[config.mk]
export PLATFORM = sky130hd
export DESIGN_NAME = mtl_slide_sequencer
export DESIGN_NICKNAME = d
export VERILOG_FILES = /design/src/rtl/mtl_slide_sequencer.sv
export SDC_FILE = /design/constraint.sdc
export NUM_CORES = 1
export LEC_CHECK = 0
export BUFFER_PORTS_ARGS = -buffer_cell sky130_fd_sc_hd__buf_2
export CAP_MARGIN = 20
export CORE_MARGIN = 2
export CORE_UTILIZATION = 56
export CTS_CLUSTER_DIAMETER = 80
export DETAILED_ROUTE_END_ITERATION = 8
export PLACE_DENSITY = 0.94
export SLEW_MARGIN = 20
export SYNTH_ARGS = -nofsm -noshare
export SYNTH_HDL_FRONTEND = slang
export SYNTH_SLANG_ARGS = --single-unit
[constraint.sdc]
create_clock -name clk -period 3.2 [get_ports clk]
set_clock_uncertainty 0.2 [all_clocks]
set_input_delay 0.32 -clock clk [delete_from_list [all_inputs] [get_ports clk]]
set_output_delay 0.32 -clock clk [all_outputs]
set_load 0.02 [all_outputs]
[src/rtl/mtl_slide_sequencer.sv]
// Slide sequencer: latches a next-slide request and applies it at the next frame
// boundary, then ignores further requests for a fixed number of frames.
module mtl_slide_sequencer #(
    parameter int NUM_SLIDES     = 4,
    parameter int IDX_W          = 2,
    parameter int ADDR_W         = 32,
    parameter int BASE_ADDR      = 0,
    parameter int SLIDE_BYTES    = 1536000,
    parameter int HOLDOFF_FRAMES = 6,
    parameter int HOLD_W         = 4
) (
    input  logic              clk,
    input  logic              reset,
    input  logic              next_slide_pulse,
    input  logic              vsync_start,
    output logic [IDX_W-1:0]  slide_index,
    output logic [ADDR_W-1:0] fb_base_addr,
    output logic              swap_pulse,
    output logic              busy
);

    typedef enum logic [1:0] {
        IDLE    = 2'd0,
        PENDING = 2'd1,
        HOLDOFF = 2'd2
    } state_t;

    localparam logic [IDX_W-1:0]  LAST_IDX  = IDX_W'(NUM_SLIDES - 1);
    localparam logic [ADDR_W-1:0] BASE      = ADDR_W'(BASE_ADDR);
    localparam logic [ADDR_W-1:0] STRIDE    = ADDR_W'(SLIDE_BYTES);
    localparam logic [HOLD_W-1:0] HOLD_INIT = HOLD_W'(HOLDOFF_FRAMES);

    state_t             state_q, state_d;
    logic [IDX_W-1:0]   idx_q, idx_d;
    logic [ADDR_W-1:0]  addr_q, addr_d;
    logic [HOLD_W-1:0]  hold_q, hold_d;
    logic               swap_q, swap_d;
    logic               busy_q, busy_d;
    logic               wrap;

    always_comb begin
        state_d = state_q;
        idx_d   = idx_q;
        addr_d  = addr_q;
        hold_d  = hold_q;
        swap_d  = 1'b0;
        wrap    = (idx_q == LAST_IDX);

        case (state_q)
            IDLE: begin
                // A request coincident with vsync only arms; the swap waits a full frame.
                if (next_slide_pulse) begin
                    state_d = PENDING;
                end
            end
            PENDING: begin
                if (vsync_start) begin
                    idx_d  = wrap ? '0 : idx_q + 1'b1;
                    addr_d = wrap ? BASE : addr_q + STRIDE;
                    swap_d = 1'b1;
                    if (HOLDOFF_FRAMES == 0) begin
                        state_d = IDLE;
                    end else begin
                        state_d = HOLDOFF;
                        hold_d  = HOLD_INIT;
                    end
                end
            end
            HOLDOFF: begin
                if (vsync_start) begin
                    if (hold_q <= 1) begin
                        state_d = IDLE;
                        hold_d  = '0;
                    end else begin
                        hold_d  = hold_q - 1'b1;
                    end
                end
            end
            default: begin
                state_d = IDLE;
                hold_d  = '0;
            end
        endcase

        busy_d = (state_d != IDLE);
    end

    always_ff @(posedge clk) begin
        if (reset) begin
            state_q <= IDLE;
            idx_q   <= '0;
            addr_q  <= BASE;
            hold_q  <= '0;
            swap_q  <= 1'b0;
            busy_q  <= 1'b0;
        end else begin
            state_q <= state_d;
            idx_q   <= idx_d;
            addr_q  <= addr_d;
            hold_q  <= hold_d;
            swap_q  <= swap_d;
            busy_q  <= busy_d;
        end
    end

    assign slide_index  = idx_q;
    assign fb_base_addr = addr_q;
    assign swap_pulse   = swap_q;
    assign busy         = busy_q;

endmodule
; ---- Word level (Yosys, flattened, before mapping)
; Cells that the tools add are included.
; Widths: inputs -> output; s select.
[op_classes]
n_addsub = 3
magnitude_cmp = 1
eq_ne = 5
n_mux = 12
bitwise_logic = 2
n_reduce_logical = 5
[op_table]
columns = operator, n
row1 = $add 32x21->32 const B, 1
row2 = $mux 32, 1
row3 = $mux 4, 3
row4 = $pmux 4 s3, 1
row5 = $mux 2, 5
row6 = $pmux 2 s3, 1
row7 = $eq 2x2->1 const B, 2
row8 = $le 4x1->1 const B, 1
row9 = $ne 2x2->1 const B, 2
row10 = $sub 4x1->4 const B, 1
row11 = $reduce_and 3->1, 1
row12 = $add 2x1->2 const B, 1
row13 = $eq 2x1->1 const B, 1
row14 = $logic_not 2->1, 1
row15 = $not 1->1, 2
row16 = $reduce_and 2->1, 1
row17 = $reduce_bool 2->1, 1
row18 = $reduce_or 2->1, 1
row19 = $mux 1, 1
[word_totals]
register_bits = 42
input_bits = 4
elab_cells = 34

; ---- Logic depth before layout (Yosys ltp)
[depth]
ltp_word = 5
ltp_mapped = 7
ltp_nobuf = 7

; ---- Least setup slack after synthesis
; OpenSTA, ideal clock, no wires.
[synth_path]
kind = register -> register
start = register addr_q[12] (netlist: fb_base_addr[12])
end = register addr_q[30] (netlist: fb_base_addr[30])
setup_time_ns = 0.071
arrival_time_ns = 1.694
path_slack_ns = 1.236
stages_incl_launch_ff = 8
n_path_buf = 0
cell_sequence = dfxtp_1 inv_1 ha_1 nand2b_1 a21o_1 a21oi_4 or4_1 a21oi_1
[synth_between]
elab_chain_cells = 2
[synth_rtl]
columns = element, line
row1 = start: declaration, 35  ; logic [ADDR_W-1:0] addr_q, addr_d;
row2 = start signal: assignment, 99  ; addr_q <= addr_d;
row3 = $add 32x21->32, 59  ; addr_d = wrap ? BASE : addr_q + STRIDE;
row4 = $mux 32, 59
; Every way passes these cells.
; A chain may end at the register's enable or synchronous reset.

; ---- Final worst setup path
[layout_path]
start = register state_q[1]
end = register addr_q[31] (netlist: fb_base_addr[31])
[layout_between]
elab_chain_cells = 2
[layout_rtl]
columns = element, line
row1 = start: declaration, 33  ; state_t state_q, state_d;
row2 = start signal: assignment, 97  ; state_q <= state_d;
row3 = $eq 2x1->1, 49  ; case (state_q)
row4 = $reduce_and 2->1 (no source line), -
; Every way passes these cells.

==> key figures <==
Clock network
  – # Post-CTS Setup Buffers: 0
  – CTS buffer count: 5
  – # resized after CTS: 0
  – Clock root buffer: clkbuf_4
  – Clk buf depth: 2
  – CTS Hold Bufs: 0
  – CTS Sinks: 30
  – Clk slew on worst S/H paths: ~100 ps
  – Clock tree from TritonCTS: done
  – Worst-Skew Late Latency: 340 ps
  – H-tree depth: 2

Synth
  – Ys flop type: dfxtp_1
  – Ys async rst share: 0%
  – Synth warn: 0
  – Largest family of logic cells by synthesized area: simple AND/OR/NAND/NOR gates
  – Post-synthesis compound-gate area fraction: between 15 and 20%
  – Synth Area in XOR/XNOR: 8.44%
  – Cells after Synth: 178
  – Post-synth EDFFs: 0
  – Mux cell area share after synthesis: less than 1%
  – Seq/Total Area, Yosys: 38.6%
  – Yosys cell types: 36
  – Post-Synthesis Cell Area: about 1600 um2
  – FF+latch count, synth: 30
  – Synth Area in Simple Gates: 18.6%
  – Synth Area in Adders: 6.43%
  – Synthesized area per cell: approximately 8.7 um2

Timing
  – Post-route minimum period: roughly 2000 ps
  – Max_slew headroom: between 50% and 60%
  – Tcrit/Tclk final: about 63%
  – Final setup fails: 0
  – RSZ-0062 raised after global routing: no
  – Fmax: 0.493 GHz
  – Final hold viol count: 0
  – Final Max Slew Viols: 0
  – Setup TNS: 0 ps
  – Worst Max-Slew Pin Slew: around 620 ps
  – Worst setup margin: ~1200 ps

Pwr
  – Internal power: about 530 uW
  – Sequential power share: between 50% and 60%
  – Logic gate share of total power: a little over a fifth
  – PwrDens: 461 nW/um2
  – P_sw: 264 uW
  – Sw Ratio: roughly 33%
  – Leakage: ~0.00074 uW
  – Final Power: ~790 uW
  – Part of the power in the clock network: a little over a quarter
  – Peak supply drop: approximately 370 uV

Critical path
  – R2r setup slk: between 1000 and 1500 ps
  – CP bufs+invs: 1
  – WP data required: approximately 3200 ps
  – Cell depth of the worst setup path: 7
  – CP max stage cell: a2111oi_4
  – Worst stage delay on the critical path: 360 ps
  – CP arrival: around 2000 ps
  – Worst reg2reg path endpoint: fb_base_addr[31]$_SDFFE_PP0P_
  – CP endpoint kind: flip-flop
  – Worst Setup EP: fb_base_addr[31]$_SDFFE_PP0P_
  – CP delay by family, top: simple AND/OR/NAND/NOR gates
  – Worst Path Max Fanout: 9
  – Worst r2r path cells: 7
  – Crit. Startpoint: state_q[1]$_SDFF_PP0_
  – Crit-path cells: inv_1, ha_1, and4_2, nand4_4, a2111oi_4, xnor2_1, nor2_1
  – FF-to-FF Start: state_q[1]$_SDFF_PP0_
  – Crit start category: flip-flop
  – Setup CP Type: flip-flop to flip-flop

Placement
  – Port-buffer cells: 27
  – HPWL after DPL: around 2000 um
  – Dpl cells: 231
  – DP Worst Slack: approximately 1200 ps
  – RePlAce Congestion: ~0.85

Routing
  – WL final: approximately 2900 um
  – Top routing layer used: met4
  – Drc violations: 0
  – Routed len/inst: ~12 um
  – Metal-1 WL: roughly 1400 um
  – DR pass1 iterations: 5
  – Routed wl met2: 1270 um
  – Vias per cell: 5.35
  – 1st-iter DRT viols: 27
  – Post-DRT Antenna Nets: 0
  – Via count: approximately 1300
  – Met3 Wirelength: between 150 and 200 um

Floorplanning
  – Initial Util: between 50 and 60%
  – # IOs: 40
  – Chip Height: 56.7 um
  – Die width: about 57 um
  – Placement row count: 19
  – Die area: ~3200 um2
  – Core ar.: between 2000 and 3000 um2

Finish
  – Antenna cell count: 0
  – Non-Filler Instances: between 200 and 250
  – Area grow syn2layout: 10.1%
  – Final Net Count: around 220
  – Share of layout cells above drive strength 1: between 10% and 20%

Hold path
  – Min-delay src: reset
  – HP Class: primary input to flip-flop

Global routing
  – First-pass GRT wire length: 4910 um
  – Global Route Usage Sum: 19.5%
  – Largest net degree at the start of global routing: 21
  – Vias in the first global route: 1143
  – Antenna violations before repair: 0
  – Gr ovfl total: 0

Flow run
  – Max Cap Violations: 0

Run status
  – Status: completed
==> worst register-to-register path, cell delays in order, from the launching register on <==
cell and delay (ps):
dfxtp_1 350, inv_1 80, ha_1 230, and4_2 310, nand4_4 170, a2111oi_4 360
xnor2_1 150, nor2_1 50
==> kinds of logic after synthesis <==
| group | after synthesis |
|---|---|
| AOI/OAI and AO/OA | 40 |
| xor gates and xnor gates | 15 |
| adders and majority gates | 8 |
| buffers and inverters | 27 |
| DFF | 30 |
| muxes | 1 |
| other | 1 |
| and+or+nand+nor | 56 |
==> power groups by stage <==
stage	clock (uW)	combinational [uW]	sequential [uW]
after CTS	215	163	415
after global routing	233	183	418
final	211	165	415
after global placement	0	159	423
after detailed placement	0	162	423
after floorplan	0	117	441
==> cells in the final DEF, fill, tap and decap left out, types with 7 or more instances in the layout <==
cell,instances
a21oi_1,14
buf_2,27
conb_1,12
dfxtp_1,30
ha_1,8
inv_1,11
nand2_1,8
nor2_1,22
o21ai_0,7
xnor2_1,11
==> Yosys cell counts (2+ instances only) <==
library cell | n | area share, %
nand2b_1 | 2 | 0.80
a21o_1 | 2 | 0.96
or3_1 | 5 | 2.0
o21ai_1 | 2 | 0.64
nor2_1 | 22 | 5.3
nor3_1 | 5 | 1.6
a211oi_1 | 3 | 1.4
o31a_1 | 3 | 1.7
o31ai_1 | 4 | 1.9
buf_4 | 12 | 5.8
and3_1 | 2 | 0.80
nand2_1 | 8 | 1.9
o21ai_0 | 7 | 2.3
inv_1 | 11 | 2.7
dfxtp_1 | 30 | 39
a21oi_1 | 14 | 4.5
nand3_1 | 2 | 0.64
ha_1 | 8 | 6.4
or4_1 | 2 | 0.96
xor2_1 | 4 | 2.3
xnor2_1 | 11 | 6.2
nor4_1 | 2 | 0.80
clkbuf_1 | 4 | 0.96
==> through the flow <==
| stage | hold WS (ps) | util [%] | instance area [um2] |
|---|---|---|---|
| 2_1_floorplan | 263 | - | 1600 |
| 3_3_place_gp | 275 | 62.0 | 1670 |
| 3_5_place_dp | 288 | 62.0 | 1670 |
| 4_1_cts | 63.5 | 63.8 | 1710 |
| 5_1_grt | 65.9 | 63.8 | 1710 |
| 6_report | 81.1 | 63.8 | 1710 |
==> sequential cells by signal (all words and copies together) (netlist names) <==
name and cells:
slide_index 2, busy 1, state_q 2, fb_base_addr 20, swap_pulse 1, hold_q 4
==> routing by layer <==
metal  up-vias  track usage [%]
met1       585             25.1
met2        35             29.2
met4         0             8.50
met3         7             7.14
met5         -                0
li1        646                -
==> worst min-delay path by stage <==
stage,slack (ps),cells past startpoint,endpoint
2_1_floorplan,260,2,hold_q[3]$_SDFFE_PP0P_
5_1_grt,70,2,hold_q[3]$_SDFFE_PP0P_
6_report,80,2,hold_q[3]$_SDFFE_PP0P_
3_5_place_dp,290,2,slide_index[1]$_SDFFE_PP0P_
3_3_place_gp,270,2,slide_index[1]$_SDFFE_PP0P_
4_1_cts,60,2,hold_q[3]$_SDFFE_PP0P_
==> area by class of cell <==
cell class	instances	area [um2]
multi-input combinational	132	851
tap	31	38.8
clock buffer	5	37.5
fill	224	972
timing repair buffer	27	135
inverter	11	41.3
clock inverter	2	10.0
sequential	30	601
Note: power is estimated with default switching activity, not from simulation.
